==> config.mk <==
export PLATFORM = sky130hd
export DESIGN_NAME = dff_serial_tx_flat
export DESIGN_NICKNAME = d
export VERILOG_FILES = /design/src/rtl/dff_serial_tx_if.sv /design/src/rtl/dff_serial_tx.sv /design/src/flat_wrapper.sv
export SDC_FILE = /design/constraint.sdc
export NUM_CORES = 1
export LEC_CHECK = 0
export CELL_PAD_IN_SITES_DETAIL_PLACEMENT = 1
export CELL_PAD_IN_SITES_GLOBAL_PLACEMENT = 2
export CORE_ASPECT_RATIO = 0.75
export CORE_MARGIN = 8
export CORE_UTILIZATION = 33
export DETAILED_ROUTE_END_ITERATION = 12
export GPL_ROUTABILITY_DRIVEN = 0
export PLACE_DENSITY = 0.81
export SYNTH_ARGS = -nofsm -noshare
export SYNTH_HDL_FRONTEND = slang
export SYNTH_SLANG_ARGS = --single-unit
==> constraint.sdc <==
create_clock -name clk -period 2.3 [get_ports clk]
set_input_delay 0.23 -clock clk [delete_from_list [all_inputs] [get_ports clk]]
set_output_delay 0.23 -clock clk [all_outputs]
set_load 0.05 [all_outputs]
==> src/rtl/dff_serial_tx_if.sv <==
// Word-in / bit-out link between a word producer and a serial transmitter.
// The master side drives the word handshake; the slave side drives the serial strobes.
interface dff_serial_tx_if #(
    parameter int WIDTH = 8
);
    logic [WIDTH-1:0] tx_data;
    logic             tx_valid;
    logic             tx_ready;
    logic             ser_dout;
    logic             ser_ena;
    logic             ser_last;
    logic             busy;

    modport master (
        output tx_data, tx_valid,
        input  tx_ready, ser_dout, ser_ena, ser_last, busy
    );

    modport slave (
        input  tx_data, tx_valid,
        output tx_ready, ser_dout, ser_ena, ser_last, busy
    );
endinterface

==> src/rtl/dff_serial_tx.sv <==
// Parallel-to-serial transmitter: takes a word over valid/ready and emits it LSB first
// with a one-cycle ser_ena strobe per bit and ser_last on the final bit.
module dff_serial_tx #(
    parameter int WIDTH        = 8,
    parameter int CLKS_PER_BIT = 1,
    parameter int GAP_CYCLES   = 1
) (
    input  logic            clk,
    input  logic            rst,
    dff_serial_tx_if.slave  bus
);
    localparam int BW = $clog2(WIDTH);
    localparam logic [BW-1:0] BIT_LAST   = BW'(WIDTH - 1);
    localparam logic [BW-1:0] BIT_PENULT = BW'(WIDTH - 2);
    localparam logic [7:0]    PER_LAST   = 8'(CLKS_PER_BIT - 1);
    localparam logic [7:0]    GAP_LAST   = 8'((GAP_CYCLES > 0) ? GAP_CYCLES - 1 : 0);

    typedef enum logic [1:0] {
        S_IDLE,
        S_SHIFT,
        S_GAP
    } state_t;

    state_t           state;
    logic [WIDTH-1:0] shreg;
    logic [BW-1:0]    bit_cnt;
    logic [7:0]       per_cnt;
    logic             dout_q;
    logic             ena_q;
    logic             last_q;

    assign bus.tx_ready = (state == S_IDLE) && !rst;
    assign bus.busy     = (state != S_IDLE);
    assign bus.ser_dout = dout_q;
    assign bus.ser_ena  = ena_q;
    assign bus.ser_last = last_q;

    // NOTE: every register here uses <= so all of them see pre-edge values of each other.
    always_ff @(posedge clk) begin
        if (rst) begin
            // NOTE: the shift register is cleared along with control state so the
            // datapath never carries an unknown word out of reset.
            state   <= S_IDLE;
            shreg   <= '0;
            bit_cnt <= '0;
            per_cnt <= '0;
            dout_q  <= 1'b0;
            ena_q   <= 1'b0;
            last_q  <= 1'b0;
        end else begin
            ena_q  <= 1'b0;
            last_q <= 1'b0;
            case (state)
                S_IDLE: begin
                    if (bus.tx_valid) begin
                        dout_q  <= bus.tx_data[0];
                        shreg   <= bus.tx_data >> 1;
                        ena_q   <= 1'b1;
                        bit_cnt <= '0;
                        per_cnt <= '0;
                        state   <= S_SHIFT;
                    end
                end
                S_SHIFT: begin
                    if (per_cnt == PER_LAST) begin
                        per_cnt <= '0;
                        if (bit_cnt == BIT_LAST) begin
                            bit_cnt <= '0;
                            state   <= (GAP_CYCLES > 0) ? S_GAP : S_IDLE;
                        end else begin
                            bit_cnt <= bit_cnt + 1'b1;
                            dout_q  <= shreg[0];
                            shreg   <= shreg >> 1;
                            ena_q   <= 1'b1;
                            last_q  <= (bit_cnt == BIT_PENULT);
                        end
                    end else begin
                        per_cnt <= per_cnt + 1'b1;
                    end
                end
                S_GAP: begin
                    if (per_cnt == GAP_LAST) begin
                        per_cnt <= '0;
                        state   <= S_IDLE;
                    end else begin
                        per_cnt <= per_cnt + 1'b1;
                    end
                end
                default: state <= S_IDLE;
            endcase
        end
    end
endmodule

==> src/flat_wrapper.sv <==
// flat-port wrapper written by rule: the top's interface ports become plain ports
module dff_serial_tx_flat 
#(
    parameter int WIDTH        = 8,
    parameter int CLKS_PER_BIT = 1,
    parameter int GAP_CYCLES   = 1
)
  (clk, rst, bus_tx_data, bus_tx_valid, bus_tx_ready, bus_ser_dout, bus_ser_ena, bus_ser_last, bus_busy);
  dff_serial_tx_if #(.WIDTH(WIDTH)) bus_i ();
  input  logic clk;
  input  logic rst;
  input wire logic [$bits(bus_i.tx_data)-1:0] bus_tx_data;
  input wire logic [$bits(bus_i.tx_valid)-1:0] bus_tx_valid;
  output wire logic [$bits(bus_i.tx_ready)-1:0] bus_tx_ready;
  output wire logic [$bits(bus_i.ser_dout)-1:0] bus_ser_dout;
  output wire logic [$bits(bus_i.ser_ena)-1:0] bus_ser_ena;
  output wire logic [$bits(bus_i.ser_last)-1:0] bus_ser_last;
  output wire logic [$bits(bus_i.busy)-1:0] bus_busy;
  assign bus_i.tx_data = bus_tx_data;
  assign bus_i.tx_valid = bus_tx_valid;
  assign bus_tx_ready = bus_i.tx_ready;
  assign bus_ser_dout = bus_i.ser_dout;
  assign bus_ser_ena = bus_i.ser_ena;
  assign bus_ser_last = bus_i.ser_last;
  assign bus_busy = bus_i.busy;
  dff_serial_tx #(.WIDTH(WIDTH), .CLKS_PER_BIT(CLKS_PER_BIT), .GAP_CYCLES(GAP_CYCLES)) u_core (.clk(clk), .rst(rst), .bus(bus_i));
endmodule
======== Word-level counts from Yosys, hierarchy flattened ========
Index checks and enable logic that the tools add are counted.
word-level totals
  input bits .............................. 11
  bits in registers ....................... 24
  output and inout bits ................... 5
cells by class
  reduce and logical (&&, ||, !) cells .... 13
  bitwise operators ....................... 2
  $add $sub $neg .......................... 2
  multiplexer cells ....................... 24
  eq/ne operators ......................... 9
operators by type and width
  operator               number
  $mux W8                5
  $pmux W8 S2            2
  $mux W3                3
  $add A8 B1 Y8 const B  1
  $logic_not A8 Y1       1
  $mux W2                4
  $reduce_and A4 Y1      2
  $eq A3 B3 Y1 const B   2
  $mux W1                6
  $ne A2 B1 Y1 const B   3
  $pmux W2 S3            1
  $pmux W3 S2            1
  $reduce_bool A2 Y1     3
  $ne A2 B2 Y1 const B   2
  $pmux W1 S2            2
  $reduce_or A4 Y1       1
  $add A3 B1 Y3 const B  1
  $reduce_and A3 Y1      1
  $eq A2 B1 Y1 const B   1
  $eq A2 B2 Y1 const B   1
  $logic_not A2 Y1       1
  $not A1 Y1             2
  $reduce_and A2 Y1      1
  $reduce_or A2 Y1       1
  other kinds (2)        2

======== Logic depth before layout (Yosys ltp) ========
Gate-level depths: netlist (run 1).
  depth after elaboration ................. 4
  gate-level depth with buffers ........... 7
  mapped depth without buffers ............ 6

======== Least setup slack after synthesis (run 1) ========
Ideal clock, no wire load.
  kind .................................... reg-to-output
  start point ............................. reg u_core.state[0]
  end point ............................... out bus_tx_ready
  cell stages (with the launch flop) ...... 6
  arrival time ............................ 1.800 ns
  slack ................................... 0.270 ns
  cell sequence ........................... dfxtp_1 -> inv_1 -> ha_1 -> clkbuf_1 -> inv_1 -> nor2_1
between the ends
  longest elaborated chain between the ends .. 2
ends and longest elaborated chain
  what                      RTL line             source
  start: declaration        dff_serial_tx.sv:24  state_t state;
  start signal: assignment  dff_serial_tx.sv:69  state <= (GAP_CYCLES > 0) ? S_GAP : S_IDLE;
  $logic_not A2 Y1          dff_serial_tx.sv:32  assign bus.tx_ready = (state == S_IDLE) && !rst;
  $logic_and A1 B1 Y1       dff_serial_tx.sv:32
  end: declaration          flat_wrapper.sv:14   output wire logic [$bits(bus_i.tx_ready)-1:0] bus_tx_ready;
No other way between the ends.

======== Final worst setup path (run 1) ========
  start point ............................. reg u_core.per_cnt[0]
  end point ............................... reg u_core.dout_q (netlist: u_core.bus.ser_dout)
between the ends
  longest elaborated chain between the ends .. 3
ends and longest elaborated chain
  what                                RTL line             source
  start: declaration                  dff_serial_tx.sv:27  logic [7:0] per_cnt;
  start signal: assignment            dff_serial_tx.sv:78  per_cnt <= per_cnt + 1'b1;
  start signal: assignment            dff_serial_tx.sv:86  per_cnt <= per_cnt + 1'b1;
  $logic_not A8 Y1                    dff_serial_tx.sv:65  if (per_cnt == PER_LAST) begin
  $ne A2 B1 Y1 (no source line)       --
  $reduce_and A4 Y1 (no source line)  --
  end signal: assignment              dff_serial_tx.sv:56  dout_q <= bus.tx_data[0];
  end signal: assignment              dff_serial_tx.sv:72  dout_q <= shreg[0];
  end: declaration                    dff_serial_tx.sv:28  logic dout_q;
No other way between the ends.
A chain may end at the register's enable or synchronous reset.

==> impl_metrics.env, run 1 <==
export IMPL_cts_setup_buffers=0
export IMPL_rrSetupSlack_ns=0.26
export IMPL_crit_required_ns=2.49
export IMPL_insertion_delay_ns=0.27
export IMPL_hold_path_class="register to register"
export IMPL_clock_sinks=23
export IMPL_core_um2=3930
export IMPL_synth_simple_gate_area_share_pct=27.4
export IMPL_min_to="u_core.bus.ser_last$_SDFF_PP0_"
export IMPL_fin_crit_ns=2.04
export IMPL_synth_xor_area_share_pct=3.33
export IMPL_cts_htree_levels=1
export IMPL_drt_pass1_iterations=3
export IMPL_cp_top_family="simple AND/OR/NAND/NOR gates"
export IMPL_cts_hold_buf=0
export IMPL_wire_per_inst_um=14.8
export IMPL_critPathKind="register to register"
export IMPL_cellPowerDensity_nw_per_um2=587
export IMPL_area_growth_pct=22.0
export IMPL_fin_nets=183
export IMPL_drt_iter0_drc=51
export IMPL_yosysTopAreaCellShare_pct=35.0
export IMPL_r2r_cells=6
export IMPL_cp_slowest_cell="nor4_4"
export IMPL_setup_viol=0
export IMPL_yosys_area_top_type="dfxtp_1"
export IMPL_hp_start="u_core.bit_cnt[2]$_SDFFE_PP0P_"
export IMPL_cts_tree="done"
export IMPL_die_area_um2=6280
export IMPL_die_w_um=88.9
export IMPL_endpoint_kind="register"
export IMPL_avgViaCountPerCell=5.09
export IMPL_rsz0062_at_grt="false"
export IMPL_vdd_ir_drop_max_v=0.000278
export IMPL_holdPathStages=2
export IMPL_dp_cells=214
export IMPL_ctsLongestPathBuffers=2
export IMPL_start_kind="register"
export IMPL_path_depth=6
export IMPL_final_hold_viol_count=0
export IMPL_numCtsBuffers=3
export IMPL_synth_top_family_by_area="simple AND/OR/NAND/NOR gates"
export IMPL_final_cells=218
export IMPL_worst_pin_slew_ns=0.527
export IMPL_maxCapViolCount=0
export IMPL_synth_nets=164
export IMPL_cts_resized=0
export IMPL_grt_max_degree=14
export IMPL_grt_overflow_total=0
export IMPL_final_antenna_net_count=0
export IMPL_grt_pass1_wl_mm=5.44
export IMPL_drive_gt1_share_pct=12.9
export IMPL_cts_root_buf="clkbuf_8"
export IMPL_synth_cell_type_count=39
export IMPL_crit_path_cell_trace="inv_1, ha_1, or4b_4, nor4_4, nor2_1, a211oi_2"
export IMPL_yosys_warnings=0
export IMPL_start_util_pct=33.4
export IMPL_place_area_um2=1550
export IMPL_wl_mm=3.23
export IMPL_netlist_top_cells_area="dfxtp_1 (35%), ha_1 (7.6%), a211oi_2 (6.7%)"
export IMPL_power_leakage_nw=0.630
export IMPL_cp_buffers_inverters=1
export IMPL_track_usage_pct=10.8
export IMPL_r2r_start="u_core.per_cnt[0]$_SDFFE_PP0P_"
export IMPL_grt_antenna_before_repair=0
export IMPL_io_pins=16
export IMPL_fin_worst_skew_ns=0.00149
export IMPL_syn_avg_cell_area_um2=9.06
export IMPL_cp_max_fo=7
export IMPL_rows=20
export IMPL_numPortBuffers=15
export IMPL_ys_ff_latch=23
export IMPL_vias=1110
export IMPL_timing_setup_tns_ns=0
export IMPL_min_period_over_period_pct=88.8
export IMPL_status="complete, no violations"
export IMPL_synth_compound_area_share_pct=16.2
export IMPL_ys_seq_area_share_pct=35.0
export IMPL_antenna_cells=0
export IMPL_drc=0
export IMPL_hold_slack_ns=0.474
export IMPL_syn_inst=145
export IMPL_synth_area_mux_share_pct=6.95
export IMPL_cpPeakStageDelay_ns=0.52
export IMPL_clock_fmax_mhz=489
export IMPL_arrival_ns=2.24
export IMPL_netlist_area_um2=1310
export IMPL_maxSlewHeadroom_pct=64.9
export IMPL_grt_pass1_vias=1140
export IMPL_final_util_pct=40.8
export IMPL_dp_hpwl_mm=2.48
export IMPL_cts_clk_slew_worst_paths_ns=0.09
export IMPL_timing_rr_end="u_core.bus.ser_dout$_SDFFE_PP0P_"
export IMPL_slew_violations=0
export IMPL_synthAdderAreaFrac_pct=7.62
export IMPL_die_h_um=70.6
export IMPL_final_area_um2=1600
==> cells by family after synthesis <==
group | count (synthesis)
and+or+nand+nor | 63
DFF | 23
adders and majority gates | 8
AOI/OAI and AO/OA | 25
buffers and inverters | 12
xor gates and xnor gates | 5
muxes | 9
==> power breakdown <==
| part | switching, mW | leakage (nW) | internal (mW) | total, mW |
|---|---|---|---|---|
| clock | 0.140 | 0.0255 | 0.121 | 0.261 |
| combinational | 0.141 | 0.417 | 0.102 | 0.243 |
| sequential | 0.0141 | 0.188 | 0.422 | 0.436 |
==> cell usage after synthesis <==
library cell	n
ha_1	8
a221oi_1	1
buf_1	1
xor2_1	3
nor3_1	3
nand3_1	5
a211oi_2	7
a31oi_1	2
o31ai_1	2
o211a_1	1
nor4b_2	1
dfxtp_1	23
o21ai_1	2
o21ai_0	1
a22oi_1	1
a21o_1	1
a21boi_1	1
and3_1	1
xnor2_1	2
nand3b_1	2
mux2i_1	8
o21ai_2	1
nand4b_1	1
nand2_1	7
nor4_4	1
a32oi_1	1
a21oi_1	3
or3_1	2
o2bb2ai_1	1
nand4_1	4
clkbuf_1	4
or3b_1	1
mux2_2	1
or4b_4	1
inv_1	7
nor2b_1	2
nor2_1	19
nand2b_1	11
or4_1	2
==> metal layers <==
| metal | vias to the layer above | wire (um) | track usage, % |
|---|---|---|---|
| met5 | - | 0 | 0 |
| met4 | 0 | 44 | 4.11 |
| met3 | 4 | 91 | 2.43 |
| met2 | 12 | 1460 | 16.5 |
| met1 | 542 | 1630 | 14.2 |
| li1 | 552 | - | - |
==> tightest hold or removal path, stage by stage, from the launching register on <==
cell,delay (ns)
dfxtp_1,0.33
nand2_1,0.07
nor3_1,0.04
==> registers in the layout, summed over array words and instances (netlist names) <==
name and cells:
u_core.bus.ser_dout 1, u_core.bus.ser_last 1, u_core.per_cnt 8, u_core.shreg 7, u_core.bus.ser_ena 1, u_core.bit_cnt 3, u_core.state 2
==> cell usage in the layout, fill, tap and decap left out, types with 4 or more instances in the layout <==
| cell | Yosys | routed |
|---|---|---|
| nand3_1 | 5 | 5 |
| nand2b_1 | 11 | 11 |
| a211oi_2 | 7 | 7 |
| buf_4 | 0 | 4 |
| ha_1 | 8 | 8 |
| inv_1 | 7 | 7 |
| dfxtp_1 | 23 | 23 |
| nor2_1 | 19 | 19 |
| clkdlybuf4s50_1 | 0 | 13 |
| nand2_1 | 7 | 7 |
| nand4_1 | 4 | 4 |
| mux2i_1 | 8 | 8 |
==> how the worst max path moves through the flow <==
stage | slack [ns] | to | start
floorplan | 0.27 | bus_tx_ready | u_core.state[0]$_SDFFE_PP0P_
global placement | 0.35 | u_core.bit_cnt[0]$_SDFFE_PP0P_ | bus_tx_valid
detailed placement | 0.27 | u_core.bus.ser_dout$_SDFFE_PP0P_ | u_core.per_cnt[0]$_SDFFE_PP0P_
CTS | 0.07 | bus_busy | u_core.state[0]$_SDFFE_PP0P_
global route | 0.17 | u_core.shreg[1]$_SDFFE_PP0P_ | u_core.per_cnt[0]$_SDFFE_PP0P_
finish | 0.26 | u_core.bus.ser_dout$_SDFFE_PP0P_ | u_core.per_cnt[0]$_SDFFE_PP0P_
==> metrics by stage <==
step | power [mW] | setup slack (ns)
after floorplan | 0.609 | 0.270
after global placement | 0.683 | 0.352
after detailed placement | 0.691 | 0.271
final | 0.941 | 0.257
after CTS | 0.956 | 0.0653
after global routing | 0.988 | 0.174
==> area by class of cell <==
cell class | instances | area [um^2]
well taps | 55 | 68.8
multi-input cells | 110 | 808
flip-flops and latches | 23 | 460
inverters | 7 | 26.3
fillers | 464 | 2330
clock inverters | 1 | 5.00
repair buffers | 19 | 193
clock buffers | 3 | 41.3
Note: power is estimated with default switching activity, not from simulation.
==> run 2, diff against run 1 <==
--- a/config.mk
+++ b/config.mk
@@ -8,7 +8,7 @@
 export CELL_PAD_IN_SITES_DETAIL_PLACEMENT = 1
 export CELL_PAD_IN_SITES_GLOBAL_PLACEMENT = 2
 export CORE_ASPECT_RATIO = 0.75
-export CORE_MARGIN = 8
+export CORE_MARGIN = 3
 export CORE_UTILIZATION = 33
 export DETAILED_ROUTE_END_ITERATION = 12
 export GPL_ROUTABILITY_DRIVEN = 0
==> impl_metrics.env, run 2 (same netlist as run 1, synthesis figures left out) <==
export IMPL_cts_htree_levels=1
export IMPL_cp_slowest_cell="o21ai_2"
export IMPL_rows=19
export IMPL_place_area_um2=1540
export IMPL_dp_hpwl_mm=2.47
export IMPL_clock_sinks=23
export IMPL_grt_pass1_wl_mm=5.25
export IMPL_setup_viol=0
export IMPL_endpoint_kind="register"
export IMPL_numPortBuffers=15
export IMPL_multi_input_area_um2=808
export IMPL_die_w_um=78.9
export IMPL_core_um2=3730
export IMPL_start_kind="register"
export IMPL_top_register="u_core.per_cnt"
export IMPL_wire_per_inst_um=14.6
export IMPL_arrival_ns=2.17
export IMPL_io_pins=16
export IMPL_slew_violations=0
export IMPL_antenna_cells=0
export IMPL_drt_iter0_drc=32
export IMPL_rrSetupSlack_ns=0.26
export IMPL_power_leakage_nw=0.626
export IMPL_fin_nets=182
export IMPL_area_growth_pct=21.1
export IMPL_seq_area_um2=460
export IMPL_clock_fmax_mhz=489
export IMPL_grt_overflow_total=0
export IMPL_track_usage_pct=14.1
export IMPL_vias=1096
export IMPL_timing_setup_tns_ns=0
export IMPL_cts_hold_buf=0
export IMPL_final_hold_viol_count=0
export IMPL_holdPathStages=2
export IMPL_cts_root_buf="clkbuf_8"
export IMPL_fillerInstances=446
export IMPL_largest_reg_flops=8
export IMPL_largestRegisters="u_core.per_cnt: 8 flops, u_core.shreg: 7 flops, u_core.bit_cnt: 3 flops"
export IMPL_layout_common_cells="dfxtp_1 (23), nor2_1 (19), clkdlybuf4s50_1 (13)"
export IMPL_grt_max_degree=14
export IMPL_numCtsBuffers=3
export IMPL_r2r_cells=6
export IMPL_ctsLongestPathBuffers=2
export IMPL_cts_tree="done"
export IMPL_hold_path_class="register to register"
export IMPL_final_antenna_net_count=0
export IMPL_start_util_pct=35.2
export IMPL_status="complete, no violations"
export IMPL_wl_mm=3.12
export IMPL_cts_clk_slew_worst_paths_ns=0.08
export IMPL_fin_worst_skew_ns=0.00492
export IMPL_insertion_delay_ns=0.26
export IMPL_crit_required_ns=2.43
export IMPL_r2r_start="u_core.per_cnt[0]$_SDFFE_PP0P_"
export IMPL_cp_max_fo=7
export IMPL_rsz0062_at_grt="false"
export IMPL_drive_gt1_share_pct=12.3
export IMPL_worst_pin_slew_ns=0.515
export IMPL_min_to="u_core.bus.ser_last$_SDFF_PP0_"
export IMPL_vdd_ir_drop_max_v=0.000316
export IMPL_drc=0
export IMPL_layout_commonest_cell="dfxtp_1"
export IMPL_cellPowerDensity_nw_per_um2=581
export IMPL_grt_pass1_vias=1077
export IMPL_min_period_over_period_pct=88.9
export IMPL_die_area_um2=4780
export IMPL_cpPeakStageDelay_ns=0.51
export IMPL_die_h_um=60.6
export IMPL_final_area_um2=1590
export IMPL_maxSlewHeadroom_pct=65.7
export IMPL_crit_path_cell_trace="inv_1, ha_1, nor4b_2, nand4b_1, o21ai_2, a211oi_2"
export IMPL_cts_resized=0
export IMPL_grt_antenna_before_repair=0
export IMPL_cts_setup_buffers=0
export IMPL_maxCapViolCount=0
export IMPL_drt_pass1_iterations=4
export IMPL_fin_crit_ns=2.04
export IMPL_timing_rr_end="u_core.shreg[1]$_SDFFE_PP0P_"
export IMPL_hp_start="u_core.bit_cnt[2]$_SDFFE_PP0P_"
export IMPL_avgViaCountPerCell=5.12
export IMPL_critPathKind="register to register"
## run 2: cell count changes in the layout (fill, tap and decap cells not counted)
cell,previous run,this run
buf_4,4,3
## run 2: layout make-up
type                       count  area share [%]
inverter                       7            1.65
multi-input combinational    110            50.8
clock inverter                 1           0.314
tap                           52            4.09
sequential                    23            28.9
clock buffer                   3            2.59
timing repair buffer          18            11.6
## run 2: where the power goes
| group | internal, mW | leakage [nW] | switching [mW] |
|---|---|---|---|
| clock | 0.121 | 0.0255 | 0.128 |
| sequential | 0.422 | 0.188 | 0.0132 |
| combinational | 0.101 | 0.413 | 0.139 |
## run 2: through the flow
| stage | worst slack [ns] | util (%) | hold WS (ns) | power [mW] | cells |
|---|---|---|---|---|---|
| 2_1_floorplan | 0.270 | - | 0.399 | 0.609 | 145 |
| 3_3_place_gp | 0.356 | 41.3 | 0.465 | 0.679 | 210 |
| 3_5_place_dp | 0.264 | 41.3 | 0.466 | 0.687 | 210 |
| 4_1_cts | 0.0738 | 42.6 | 0.482 | 0.946 | 214 |
| 5_1_grt | 0.102 | 42.6 | 0.502 | 0.982 | 214 |
| 6_report | 0.256 | 42.6 | 0.471 | 0.924 | 214 |
## run 2: how the worst max path moves through the flow
stage	startpoint	end	slack, ns	cells after the start
2_1_floorplan	u_core.state[0]$_SDFFE_PP0P_	bus_tx_ready	0.27	5
3_3_place_gp	u_core.per_cnt[0]$_SDFFE_PP0P_	u_core.shreg[5]$_SDFFE_PP0P_	0.36	6
3_5_place_dp	u_core.per_cnt[0]$_SDFFE_PP0P_	u_core.shreg[1]$_SDFFE_PP0P_	0.26	6
4_1_cts	u_core.state[0]$_SDFFE_PP0P_	bus_busy	0.07	4
5_1_grt	u_core.per_cnt[0]$_SDFFE_PP0P_	u_core.shreg[5]$_SDFFE_PP0P_	0.10	6
6_report	u_core.per_cnt[0]$_SDFFE_PP0P_	u_core.shreg[1]$_SDFFE_PP0P_	0.26	6
## run 2: metal layers
layer / share of wire (%) / track usage, %
met4: 0.54 / 2.94
met3: 3.3 / 3.56
met5: 0 / 0
met2: 46 / 23.1
met1: 50 / 19.2
## run 2: critical path: cells and delay by family, from the launching register on
family / cells / cell delay, ns
AO/OA/AOI/OAI: 2 / 0.64
adder cells (fa/ha/maj): 1 / 0.17
buffers and inverters: 1 / 0.10
flip-flops: 1 / 0.33
AND/OR/NAND/NOR: 2 / 0.66
==> run 3, diff against run 2 <==
--- a/config.mk
+++ b/config.mk
@@ -11,7 +11,6 @@
 export CORE_MARGIN = 3
 export CORE_UTILIZATION = 33
 export DETAILED_ROUTE_END_ITERATION = 12
-export GPL_ROUTABILITY_DRIVEN = 0
 export PLACE_DENSITY = 0.81
 export SYNTH_ARGS = -nofsm -noshare
 export SYNTH_HDL_FRONTEND = slang
==> results of run 3 <==
No change in the layout: final DEF, timing and power equal those of run 2.
